File: src/rtl/im_loader_if.sv
// Bus interfaces for im_loader: the host byte stream (valid/ready) and the
// instruction-memory write port.

interface byte_if;
  logic [7:0] in_data;
  logic       in_valid;
  logic       in_ready;

  modport master (output in_data, output in_valid, input  in_ready);
  modport slave  (input  in_data, input  in_valid, output in_ready);
endinterface

interface im_wr_if #(
  parameter int AW = 12
);
  logic          im_we;
  logic [AW-1:0] im_waddr;
  logic [15:0]   im_wdata;

  modport master (output im_we, output im_waddr, output im_wdata);
  modport slave  (input  im_we, input  im_waddr, input  im_wdata);
endinterface

File: src/rtl/im_loader.sv
// Runtime instruction-memory loader: parses framed host bytes into 16-bit
// little-endian words, writes them to memory and stalls the CPU meanwhile.

module im_loader #(
  parameter logic [7:0] SYNC_BYTE = 8'hA5,
  parameter int         AW        = 12
) (
  input  logic     clk,
  input  logic     rst_n,
  byte_if.slave    bi,
  im_wr_if.master  wr,
  output logic     cpu_hold,
  output logic     done,
  output logic     err
);

  typedef enum logic [3:0] {
    IDLE, S_ALO, S_AHI, S_CLO, S_CHI, S_DLO, S_DHI, S_CSUM, DONE
  } state_t;

  state_t        state, state_nx;
  logic          accept;
  logic [7:0]    lo_q;
  logic [7:0]    sum_q;
  logic [15:0]   cnt_q;
  logic [AW-1:0] waddr_q;
  logic [15:0]   addr_full;

  assign accept    = bi.in_valid && bi.in_ready;
  assign addr_full = {bi.in_data, lo_q};

  // NOTE: every output of a combinational block gets a default first, so no
  // path through the case leaves it unassigned and infers a latch.
  always_comb begin
    state_nx = state;
    unique case (state)
      IDLE:   if (accept && bi.in_data == SYNC_BYTE) state_nx = S_ALO;
      S_ALO:  if (accept) state_nx = S_AHI;
      S_AHI:  if (accept) state_nx = S_CLO;
      S_CLO:  if (accept) state_nx = S_CHI;
      S_CHI:  if (accept) state_nx = ({bi.in_data, cnt_q[7:0]} != 16'd0) ? S_DLO : S_CSUM;
      S_DLO:  if (accept) state_nx = S_DHI;
      // cnt_q still holds the words remaining including the one being completed
      S_DHI:  if (accept) state_nx = (cnt_q == 16'd1) ? S_CSUM : S_DLO;
      S_CSUM: if (accept) state_nx = DONE;
      DONE:   state_nx = IDLE;
      default: state_nx = IDLE;
    endcase
  end

  // NOTE: sequential state uses non-blocking assignments so every register
  // samples the pre-edge values regardless of statement order.
  always_ff @(posedge clk or negedge rst_n) begin
    if (!rst_n) begin
      state       <= IDLE;
      bi.in_ready <= 1'b0;
      cpu_hold    <= 1'b0;
      done        <= 1'b0;
    end else begin
      state       <= state_nx;
      bi.in_ready <= (state_nx != DONE);
      cpu_hold    <= (state_nx != IDLE);
      done        <= (state_nx == DONE);
    end
  end

  always_ff @(posedge clk or negedge rst_n) begin
    if (!rst_n) begin
      lo_q        <= '0;
      sum_q       <= '0;
      cnt_q       <= '0;
      waddr_q     <= '0;
      err         <= 1'b0;
      wr.im_we    <= 1'b0;
      wr.im_waddr <= '0;
      wr.im_wdata <= '0;
    end else begin
      wr.im_we <= 1'b0;
      if (accept) begin
        unique case (state)
          IDLE: begin
            if (bi.in_data == SYNC_BYTE) begin
              sum_q <= '0;
              err   <= 1'b0;
            end
          end
          S_ALO: begin
            lo_q  <= bi.in_data;
            sum_q <= sum_q + bi.in_data;
          end
          S_AHI: begin
            // byte address bit 0 and bits above AW are dropped
            waddr_q <= addr_full[AW:1];
            sum_q   <= sum_q + bi.in_data;
          end
          S_CLO: begin
            cnt_q[7:0] <= bi.in_data;
            sum_q      <= sum_q + bi.in_data;
          end
          S_CHI: begin
            cnt_q[15:8] <= bi.in_data;
            sum_q       <= sum_q + bi.in_data;
          end
          S_DLO: begin
            lo_q  <= bi.in_data;
            sum_q <= sum_q + bi.in_data;
          end
          S_DHI: begin
            wr.im_we    <= 1'b1;
            wr.im_waddr <= waddr_q;
            wr.im_wdata <= {bi.in_data, lo_q};
            waddr_q     <= waddr_q + 1'b1;
            cnt_q       <= cnt_q - 16'd1;
            sum_q       <= sum_q + bi.in_data;
          end
          S_CSUM: err <= (bi.in_data != sum_q);
          default: ;
        endcase
      end
    end
  end

endmodule

File: src/flat_wrapper.sv
// flat-port wrapper written by rule: the top's interface ports become plain ports
module im_loader_flat 
#(
  parameter logic [7:0] SYNC_BYTE = 8'hA5,
  parameter int         AW        = 12
)
  (clk, rst_n, cpu_hold, done, err, bi_in_data, bi_in_valid, bi_in_ready, wr_im_we, wr_im_waddr, wr_im_wdata);
  byte_if bi_i ();
  im_wr_if #(.AW(AW)) wr_i ();
  input  logic clk;
  input  logic rst_n;
  output logic cpu_hold;
  output logic done;
  output logic err;
  input wire logic [$bits(bi_i.in_data)-1:0] bi_in_data;
  input wire logic [$bits(bi_i.in_valid)-1:0] bi_in_valid;
  output wire logic [$bits(bi_i.in_ready)-1:0] bi_in_ready;
  output wire logic [$bits(wr_i.im_we)-1:0] wr_im_we;
  output wire logic [$bits(wr_i.im_waddr)-1:0] wr_im_waddr;
  output wire logic [$bits(wr_i.im_wdata)-1:0] wr_im_wdata;
  assign bi_i.in_data = bi_in_data;
  assign bi_i.in_valid = bi_in_valid;
  assign bi_in_ready = bi_i.in_ready;
  assign wr_im_we = wr_i.im_we;
  assign wr_im_waddr = wr_i.im_waddr;
  assign wr_im_wdata = wr_i.im_wdata;
  im_loader #(.SYNC_BYTE(SYNC_BYTE), .AW(AW)) u_core (.clk(clk), .rst_n(rst_n), .bi(bi_i), .wr(wr_i), .cpu_hold(cpu_hold), .done(done), .err(err));
endmodule
File: config.mk
export PLATFORM = sky130hd
export DESIGN_NAME = im_loader_flat
export DESIGN_NICKNAME = d
export VERILOG_FILES = /design/src/rtl/im_loader_if.sv /design/src/rtl/im_loader.sv /design/src/flat_wrapper.sv
export SDC_FILE = /design/constraint.sdc
export NUM_CORES = 1
export LEC_CHECK = 0
export ABC_AREA = 1
export CAP_MARGIN = 0
export CORE_MARGIN = 3
export CORE_UTILIZATION = 52
export CTS_CLUSTER_DIAMETER = 100
export CTS_CLUSTER_SIZE = 14
export DETAILED_ROUTE_END_ITERATION = 6
export PLACE_DENSITY = 0.82
export SYNTH_ARGS = -nofsm -noshare
export SYNTH_HDL_FRONTEND = slang
export SYNTH_SLANG_ARGS = --single-unit
File: constraint.sdc
create_clock -name clk -period 1.5 [get_ports clk]
set_input_delay 0.3 -clock clk [delete_from_list [all_inputs] [get_ports clk]]
set_output_delay 0.3 -clock clk [all_outputs]
set_load 0.05 [all_outputs]
==> flow_summary.json, run 1 <==
{
  "status": "complete, but fails checks",
  "violations": "setup timing",
  "peakVddDrop_mv": 0.778,
  "die_x_microns": 97.8,
  "synth_top_family_by_area": "simple AND/OR/NAND/NOR gates",
  "skew_ns": 0.0125,
  "final_common_cell": "nand2_1",
  "core-area_sq_um": 7970,
  "layout-area-overhead-vs-synth_pct": 51.2,
  "grt_max_degree": 53,
  "synth-main-ff-cell": "dfrtp_1",
  "syn_nets": 591,
  "tritoncts": "built",
  "clk_pin_slew_worst_paths_ns": 0.09,
  "p_clk_frac": 0.136,
  "yosysUniqueCellTypes": 37,
  "fmax_ghz": 0.562,
  "cp-start-kind": "flip-flop",
  "layout_setup_ws_ns": -0.280,
  "wl_per_cell_microns": 19.7,
  "ys_seq_elements": 81,
  "die_y_microns": 97.8,
  "syn_avg_cell_area_sq_um": 7.72,
  "postRouteAntennaNets": 0,
  "cts.sinks": 81,
  "synth_compound_area_frac": 0.142,
  "drive_gt1_frac": 0.331,
  "yosys-mux-area-fraction": 0,
  "synthSimpleGateAreaFrac": 0.257,
  "ios": 44,
  "cts_root_buf": "clkbuf_8",
  "antenna_found_initial": 0,
  "dieArea_sq_um": 9570,
  "clkLatencyLatePin_ns": 0.38,
  "power.total_w": 0.0148,
  "port_buffers": 43,
  "vias": 5002,
  "synthCells": 568,
  "hold_class": "input pin to async pin",
  "leakagePower_nw": 3.20,
  "crit_type": "flip-flop to flip-flop",
  "combPwrFrac": 0.576,
  "slew_headroom": 0.719,
  "grt_pass1_vias": 4368,
  "initial_core_util": 0.550,
  "power-per-cell-area_nw_per_um2": 2230,
  "worst_pin_slew_ns": 0.420,
  "finalWeightedCongestion": 0.931,
  "ys_seq_area_frac": 0.462,
  "syn_area_sq_um": 4380,
  "synth-xor-area-share": 0.0160,
  "setup_viol": 61,
  "period_share": 1.19,
  "swShare": 0.463,
  "worstPathMaxFanout": 3,
  "min_period_ns": 1.78,
  "arrival_ns": 2.08,
  "wl_mm": 15.8,
  "rows": 32,
  "ys_async_sr_fraction": 1.00,
  "hpwl_mm": 8.55,
  "maxSlewViolCount": 0,
  "track_usage": 0.257,
  "diodes": 0,
  "synth_edf_count": 0,
  "layout.nets": 719,
  "htreeDepth": 3,
  "drtIter0Drc": 504,
  "intPower_w": 0.00792,
  "overflow": 0,
  "layout_common_cells": "nand2_1 (129), dfrtp_1 (76), buf_4 (68)",
  "maxCapViolCount": 0,
  "grt_pass1_wl_mm": 20.3,
  "synth_fa_ha_area_frac": 0.0360,
  "first_pass_iters": 5,
  "preCtsSetupSlack_ns": -0.602,
  "p_seq_frac": 0.287,
  "cp.required_ns": 1.81,
  "avgViaCountPerCell": 6.23,
  "ys_warn_count": 0,
  "endpoint_kind": "flip-flop",
  "drc": 0,
  "finalHoldViolCount": 0,
  "p_switching_w": 0.00684,
  "cts_buffer_depth": 2,
  "cts_buffers": 9,
  "rsz0062_at_grt": "true"
}
-- worst paths after layout --
kind,startpoint,cells after the start,to,slack [ns]
worst max-delay path,u_core.cnt_q[1],11,u_core.cpu_hold,-0.28
worst min-delay path,rst_n,2,u_core.sum_q[6],0.38
worst max register to register,u_core.cnt_q[1],11,u_core.cpu_hold,-0.28
worst min register to register,u_core.cnt_q[14],2,u_core.cnt_q[14],0.49
max in group asynchronous,rst_n,3,u_core.cnt_q[2],0.60
min in group clk,bi_in_data[1],4,u_core.lo_q[1],0.43
-- final cells by class --
class	count	area, sq um
clock buffer	10	128
clock inverter	6	115
fill	391	1340
inverter	71	284
multi-input combinational	400	2320
sequential	81	2030
tap	102	128
timing repair buffer	133	1620
-- synth_stat cells, types with 2 or more instances --
cell type	n	share of area
nand3_1	28	0.032
a21o_1	2	0.0034
o21ai_0	60	0.068
nand4_1	11	0.016
xor2_1	6	0.012
nand3b_1	2	0.0034
clkbuf_1	5	0.0043
o21ai_1	18	0.021
a21oi_1	23	0.026
ha_1	11	0.031
inv_1	66	0.057
buf_4	2	0.0034
buf_2	3	0.0034
xnor2_1	2	0.0040
nor2_1	59	0.051
o22ai_1	3	0.0043
a22oi_1	2	0.0034
a31oi_1	4	0.0057
inv_2	5	0.0043
o21bai_1	2	0.0034
nor3_1	4	0.0046
nor4_1	2	0.0029
nor2_2	4	0.0057
dfrtp_1	81	0.46
nand2_2	5	0.0071
nand2_1	142	0.12
nor3_2	3	0.0068
buf_6	4	0.010
-- critical path, cell delays in order (launching register included) --
cell,delay [ns]
dfrtp_1,0.43
inv_2,0.11
buf_4,0.13
ha_1,0.15
nand2_1,0.06
nor2_1,0.21
nand3_1,0.20
nand2_1,0.11
nand2_1,0.06
nand2_1,0.07
nand2_2,0.08
nand4_1,0.11
-- power by group through the flow --
stage | Clock, W | Sequential [W] | Combinational, W
2_1_floorplan | 0 | 0.00497 | 0.00275
3_3_place_gp | 0 | 0.00402 | 0.00669
3_5_place_dp | 0 | 0.00406 | 0.00690
4_1_cts | 0.00197 | 0.00405 | 0.00715
5_1_grt | 0.00210 | 0.00429 | 0.00897
6_report | 0.00201 | 0.00424 | 0.00851
-- metal layers --
layer | GRT usage | vias to the layer above | share of wire
met5 | 0 | - | 0
met4 | 0.101 | 0 | 0.081
met3 | 0.0350 | 150 | 0.10
met2 | 0.441 | 428 | 0.46
met1 | 0.330 | 2321 | 0.36
li1 | - | 2103 | -
-- through the flow --
stage | hold WS, ns | instance area, sq um | util | setup TNS (ns) | cells
2_1_floorplan | 0.00441 | 4390 | - | 0 | 568
3_3_place_gp | 0.234 | 5750 | 0.722 | -11.45 | 766
3_5_place_dp | 0.243 | 5750 | 0.722 | -14.37 | 766
4_1_cts | 0.398 | 6130 | 0.770 | -0.185 | 789
5_1_grt | 0.425 | 6630 | 0.832 | -6.64 | 803
6_report | 0.376 | 6630 | 0.832 | -3.40 | 803
-- state kept, by name, indices dropped and copies added (netlist names) --
signal,count
u_core.done,1
u_core.cnt_q,16
u_core.lo_q,8
u_core.wr.im_wdata,16
u_core.wr.im_waddr,12
u_core.cpu_hold,1
u_core.err,1
u_core.sum_q,8
u_core.state,4
u_core.waddr_q,12
u_core.bi.in_ready,1
u_core.wr.im_we,1
-- kinds of logic after synthesis --
group	after synthesis
adder cells (fa/ha/maj)	12
AND/OR/NAND/NOR	263
flip-flops	81
buffers and inverters	87
XOR/XNOR	8
AO/OA/AOI/OAI	117
-- timing repair --
item / in CTS / in global routing
endpoints found under the setup margin: 33 / 46
setup buffers: 6 / 14
cloned: 0 / 1
pin swaps: 10 / 35
hold buffers: 1 / 0
gates resized for setup: 27 / 111
endpoints found under the hold margin: 23 / 0
Power figures use the tool's default switching activity.
==> run 2, diff against run 1 <==
--- a/config.mk
+++ b/config.mk
@@ -12,6 +12,7 @@
 export CTS_CLUSTER_DIAMETER = 100
 export CTS_CLUSTER_SIZE = 14
 export DETAILED_ROUTE_END_ITERATION = 6
+export GPL_ROUTABILITY_DRIVEN = 0
 export PLACE_DENSITY = 0.82
 export SYNTH_ARGS = -nofsm -noshare
 export SYNTH_HDL_FRONTEND = slang
==> run 2 against run 1 <==
The flow still finishes with violations (setup timing); design area up 0.59%; largest cell class unchanged; setup slack better by 0.043 ns; count of clock-buffer cells in the layout stayed put; utilization increased by 0.49 points; hold slack improved by 0.0069 ns; die area unchanged; clock skew is 0.0020 ns lower; sequential power hardly changed; non-clock buffer count shrank 4.
==> flow_summary.json, run 2 (same netlist as run 1, synthesis figures left out) <==
{
  "status": "complete, but fails checks",
  "violations": "setup timing",
  "htreeDepth": 3,
  "hpwl_mm": 8.61,
  "rows": 32,
  "tritoncts": "built",
  "layout.area.seq_sq_um": 2030,
  "drive_gt1_frac": 0.356,
  "grt_pass1_wl_mm": 20.1,
  "leakagePower_nw": 3.17,
  "cts_buffer_depth": 2,
  "core-area_sq_um": 7970,
  "initial_core_util": 0.550,
  "drtIter0Drc": 702,
  "endpoint_kind": "flip-flop",
  "cts.sinks": 81,
  "first_pass_iters": 6,
  "postRouteAntennaNets": 0,
  "maxSlewViolCount": 0,
  "maxCapViolCount": 0,
  "avgViaCountPerCell": 6.36,
  "final_area_sq_um": 6670,
  "cts_root_buf": "clkbuf_8",
  "clk_pin_slew_worst_paths_ns": 0.09,
  "hold_class": "input pin to async pin",
  "fmax_ghz": 0.576,
  "layout-area-overhead-vs-synth_pct": 52.1,
  "wl_mm": 16.5,
  "slew_headroom": 0.751,
  "port_buffers": 43,
  "grt_max_degree": 53,
  "drc": 0,
  "r2r_start": "u_core.sum_q[0]",
  "finalHoldViolCount": 0,
  "antenna_found_initial": 0,
  "rrSetupSlack_ns": -0.24,
  "die_x_microns": 97.8,
  "vias": 5085,
  "period_share": 1.16,
  "r2r_cells": 9,
  "crit_type": "flip-flop to flip-flop",
  "worst_pin_slew_ns": 0.372,
  "layout_common_cells": "nand2_1 (117), dfrtp_1 (78), buf_4 (67)",
  "r2r-end": "u_core.sum_q[6]",
  "worstPathMaxFanout": 2,
  "power-per-cell-area_nw_per_um2": 2190,
  "diodes": 0,
  "dpl-instance-area_sq_um": 5730,
  "clkLatencyLatePin_ns": 0.37,
  "grt_pass1_vias": 4441,
  "nFillCells": 356,
  "wl_per_cell_microns": 20.7,
  "layout_setup_ws_ns": -0.237,
  "reg.largest.list": "u_core.cnt_q x16, u_core.wr.im_wdata x16",
  "arrival_ns": 1.99,
  "final_common_cell": "nand2_1",
  "min_period_ns": 1.74,
  "multiInputGateArea_sq_um": 2430,
  "peakVddDrop_mv": 1.14,
  "cts_buffers": 9,
  "dieArea_sq_um": 9570,
  "track_usage": 0.255,
  "skew_ns": 0.0105,
  "layout.nets": 715,
  "crit_start": "u_core.sum_q[0]",
  "ios": 44,
  "rsz0062_at_grt": "true",
  "cp.required_ns": 1.75,
  "die_y_microns": 97.8,
  "cp-start-kind": "flip-flop",
  "overflow": 0,
  "setup_viol": 43,
  "finalSetupTns_ns": -1.93
}
==> run 2: critical path, stage by stage (launching register included) <==
cell and delay [ns]:
dfrtp_1 0.37, ha_2 0.20, inv_2 0.04, fa_2 0.35, inv_2 0.10, nand4_1 0.17
nand3_1 0.18, nand2_1 0.08, nand2_1 0.06, o21ai_1 0.07
==> run 2: cell type report <==
class                      instances  share of cell area
clock buffer                      10              0.0191
clock inverter                     6              0.0101
inverter                          71              0.0422
multi-input combinational        400               0.364
sequential                        81               0.305
tap                              102              0.0191
timing repair buffer             129               0.241
==> run 2: timing repair <==
action,CTS,global route
pin swaps,7,41
gates resized for setup,23,159
setup buffers,3,13
hold endpoints to repair,22,0
endpoints found under the setup margin,28,42
gates cloned,0,3
hold buffers,1,0
==> run 2: metal layers <==
layer  wire [microns]  vias up  track usage  share of wire
met5                0        -            0              0
met2             8150      444        0.431           0.49
li1                 -     2103            -              -
met4             1120        0        0.116          0.067
met3             1640      130       0.0479          0.099
met1             5630     2408        0.318           0.34
==> run 2: worst max path at each step <==
| stage | cells past startpoint | slack, ns | to |
|---|---|---|---|
| 2_1_floorplan | 8 | 0.04 | u_core.cnt_q[5] |
| 3_3_place_gp | 9 | -0.49 | u_core.sum_q[4] |
| 3_5_place_dp | 9 | -0.56 | u_core.sum_q[4] |
| 4_1_cts | 8 | -0.07 | u_core.sum_q[4] |
| 5_1_grt | 9 | -0.29 | u_core.sum_q[6] |
| 6_report | 9 | -0.24 | u_core.sum_q[6] |
==> run 2: per-stage QoR <==
step / power (W) / setup WS (ns) / hold slack, ns / instances / utilization
2_1_floorplan: 0.00773 / 0.0364 / 0.00441 / 568 / -
3_5_place_dp: 0.0110 / -0.555 / 0.231 / 764 / 0.719
5_1_grt: 0.0152 / -0.292 / 0.397 / 799 / 0.837
3_3_place_gp: 0.0107 / -0.491 / 0.227 / 764 / 0.719
6_report: 0.0146 / -0.237 / 0.383 / 799 / 0.837
4_1_cts: 0.0128 / -0.0678 / 0.399 / 784 / 0.756
==> run 2: power by group <==
group          switching (W)  internal [W]
Combinational        0.00500       0.00374
Clock               0.000851      0.000775
Sequential           0.00109       0.00314
Total                0.00695       0.00765
==> run 3, diff against run 2 <==
--- a/config.mk
+++ b/config.mk
@@ -5,15 +5,14 @@
 export SDC_FILE = /design/constraint.sdc
 export NUM_CORES = 1
 export LEC_CHECK = 0
-export ABC_AREA = 1
 export CAP_MARGIN = 0
 export CORE_MARGIN = 3
-export CORE_UTILIZATION = 52
+export CORE_UTILIZATION = 51
 export CTS_CLUSTER_DIAMETER = 100
 export CTS_CLUSTER_SIZE = 14
 export DETAILED_ROUTE_END_ITERATION = 6
 export GPL_ROUTABILITY_DRIVEN = 0
-export PLACE_DENSITY = 0.82
+export PLACE_DENSITY = 0.81
 export SYNTH_ARGS = -nofsm -noshare
 export SYNTH_HDL_FRONTEND = slang
 export SYNTH_SLANG_ARGS = --single-unit
==> run 3 against run 2 <==
The run still ends with setup timing left; clock skew barely moved; clock power rose by 6%; routed wire length fell by 20%; utilization fell by 2.6 points; non-clock buffer count rose by 8; total power rose by 0.40%; via count fell by 19%; critical path depth fell by 1; count of clock-buffer cells in the layout fell by 1; largest power group unchanged.
==> flow_summary.json, run 3 <==
{
  "tritoncts": "built",
  "syn_nets": 436,
  "crit_end": "u_core.sum_q[6]",
  "r2r_cells": 8,
  "synth-main-ff-cell": "dfrtp_1",
  "finalSetupTns_ns": -15.10,
  "drc": 0,
  "cts_buffers": 9,
  "r2r-end": "u_core.sum_q[6]",
  "synth_top_area_share": 0.473,
  "diodes": 0,
  "avgViaCountPerCell": 6.37,
  "antenna_found_initial": 0,
  "yosysTopAreaCell": "dfrtp_1",
  "track_usage": 0.273,
  "synthTopCellsByCount": "dfrtp_1 (81), a21oi_1 (37), nor2_1 (36)",
  "drive_gt1_frac": 0.414,
  "initial_core_util": 0.540,
  "setup_viol": 68,
  "ys_seq_elements": 81,
  "crit_type": "flip-flop to flip-flop",
  "worstPathMaxFanout": 2,
  "cts_buffer_depth": 2,
  "grt_pass1_vias": 4202,
  "status": "complete, but fails checks",
  "synthCells": 413,
  "final_common_cell": "buf_4",
  "port_buffers": 43,
  "yosysMostFrequentCell": "dfrtp_1",
  "clk_pin_slew_worst_paths_ns": 0.10,
  "maxSlewViolCount": 0,
  "violations": "setup timing",
  "worst_pin_slew_ns": 0.441,
  "rsz0062_at_grt": "true",
  "hold_class": "input pin to async pin",
  "hpwl_mm": 9.04,
  "wl_mm": 13.3,
  "power.total_w": 0.0147,
  "synth_edf_count": 0,
  "whs_ns": 0.375,
  "nFillCells": 402,
  "die_x_microns": 97.7,
  "min_period_ns": 1.97,
  "r2r_start": "u_core.sum_q[0]",
  "first_pass_iters": 5,
  "die_y_microns": 97.7,
  "yosysUniqueCellTypes": 63,
  "ys_warn_count": 0,
  "core-area_sq_um": 7930,
  "layout.nets": 562,
  "endpoint_kind": "flip-flop",
  "power-per-cell-area_nw_per_um2": 2280,
  "period_share": 1.31,
  "peakVddDrop_mv": 1.31,
  "ys_top_cells_by_area": "dfrtp_1 (47%), mux2_2 (7.1%), a21oi_1 (4.3%)",
  "drtIter0Drc": 384,
  "crit_slowest_cell": "dfrtp_1",
  "wl_per_cell_microns": 20.6,
  "timing.critical_path.cells": "ha_2 > inv_2 > fa_2 > nor2b_2 > o31a_1 > o21a_1 > or3_1 > a32o_1",
  "cts.sinks": 81,
  "postRouteAntennaNets": 0,
  "arrival_ns": 2.23,
  "finalHoldViolCount": 0,
  "vias": 4118,
  "overflow": 0,
  "grt_pass1_wl_mm": 21.1,
  "dieArea_sq_um": 9540,
  "reg.largest.list": "u_core.cnt_q x16, u_core.wr.im_wdata x16",
  "placed_cells": 625,
  "stdcell_count": 646,
  "skew_ns": 0.0106,
  "htreeDepth": 3,
  "layout-area-overhead-vs-synth_pct": 50.0,
  "cts_root_buf": "clkbuf_8",
  "cp.required_ns": 1.76,
  "syn_area_sq_um": 4280,
  "rrSetupSlack_ns": -0.47,
  "maxCapViolCount": 0,
  "rows": 32,
  "ys_async_sr_fraction": 1.00,
  "ys_seq_area_frac": 0.473,
  "fmax_ghz": 0.508,
  "fin_util": 0.811,
  "layout_setup_ws_ns": -0.469,
  "syn_avg_cell_area_sq_um": 10.4,
  "layout_common_cells": "buf_4 (85), dfrtp_1 (79), buf_12 (40)",
  "clkLatencyLatePin_ns": 0.37,
  "cp-start-kind": "flip-flop",
  "cpPeakStageDelay_ns": 0.41,
  "leakagePower_nw": 2.87,
  "ios": 44,
  "grt_max_degree": 30,
  "slew_headroom": 0.706,
  "crit_start": "u_core.sum_q[0]"
}
## run 3: worst min-delay path by stage
stage	startpoint	slack (ns)	cells after the start	endpoint
5_1_grt	rst_n	0.40	2	u_core.wr.im_waddr[4]
2_1_floorplan	rst_n	0.004	0	u_core.bi.in_ready
6_report	rst_n	0.38	2	u_core.wr.im_waddr[10]
3_5_place_dp	rst_n	0.24	1	u_core.wr.im_waddr[10]
3_3_place_gp	rst_n	0.23	1	u_core.wr.im_waddr[5]
4_1_cts	rst_n	0.38	2	u_core.wr.im_waddr[10]
## run 3: critical path, delay by kind of cell (launching register included)
kind	cells	cell delay (ns)
compound gates	3	0.66
flops	1	0.41
fa+ha+maj	2	0.39
simple gates	2	0.35
buf+inv	1	0.05
## run 3: what timing repair did
item / 4_1_cts / 5_1_grt
endpoints found under the hold margin: 24 / 0
pin swaps: 6 / 9
buffers inserted: 2 / 4
resized for setup: 23 / 13
setup endpoints to repair: 76 / 76
hold buffers: 1 / 0
## run 3: layout make-up
cell class	count	area, sq um	share of cell area
inverter	10	37.5	0.00584
clock inverter	7	83.8	0.0130
tap	102	128	0.0199
multi-input combinational	300	2470	0.384
sequential	81	2030	0.316
clock buffer	9	124	0.0193
timing repair buffer	137	1560	0.242
## run 3: logic make-up (layout without fill, tap and decap cells)
family,count (synthesis),after routing,synth area share
DFF,81,81,0.473
adders and majority gates,12,12,0.0368
xor gates and xnor gates,7,7,0.0143
AOI/OAI and AO/OA,122,122,0.188
and+or+nand+nor,121,121,0.152
muxes,38,38,0.0993
buffers and inverters,32,163,0.0359
## run 3: routing by layer
layer	part of all wire	routed length, microns	global-route usage	vias up
met5	0	0	0	-
met4	0.039	512	0.125	0
met3	0.082	1090	0.0452	63
met2	0.51	6720	0.478	291
met1	0.37	4970	0.326	1988
li1	-	-	-	1776
## run 3: stage by stage
stage               cell area [sq um]  setup WS (ns)
global route                     6430         -0.545
finish                           6430         -0.469
global placement                 6060         -0.805
CTS                              6360         -0.466
floorplan                        4580         -0.386
detailed placement               6060         -0.870
## run 3: power by group
part / internal (W) / leakage (nW) / total [W] / switching (W)
combinational: 0.00445 / 1.79 / 0.00862 / 0.00417
clock: 0.000805 / 0.103 / 0.00172 / 0.000919
sequential: 0.00317 / 0.983 / 0.00432 / 0.00114
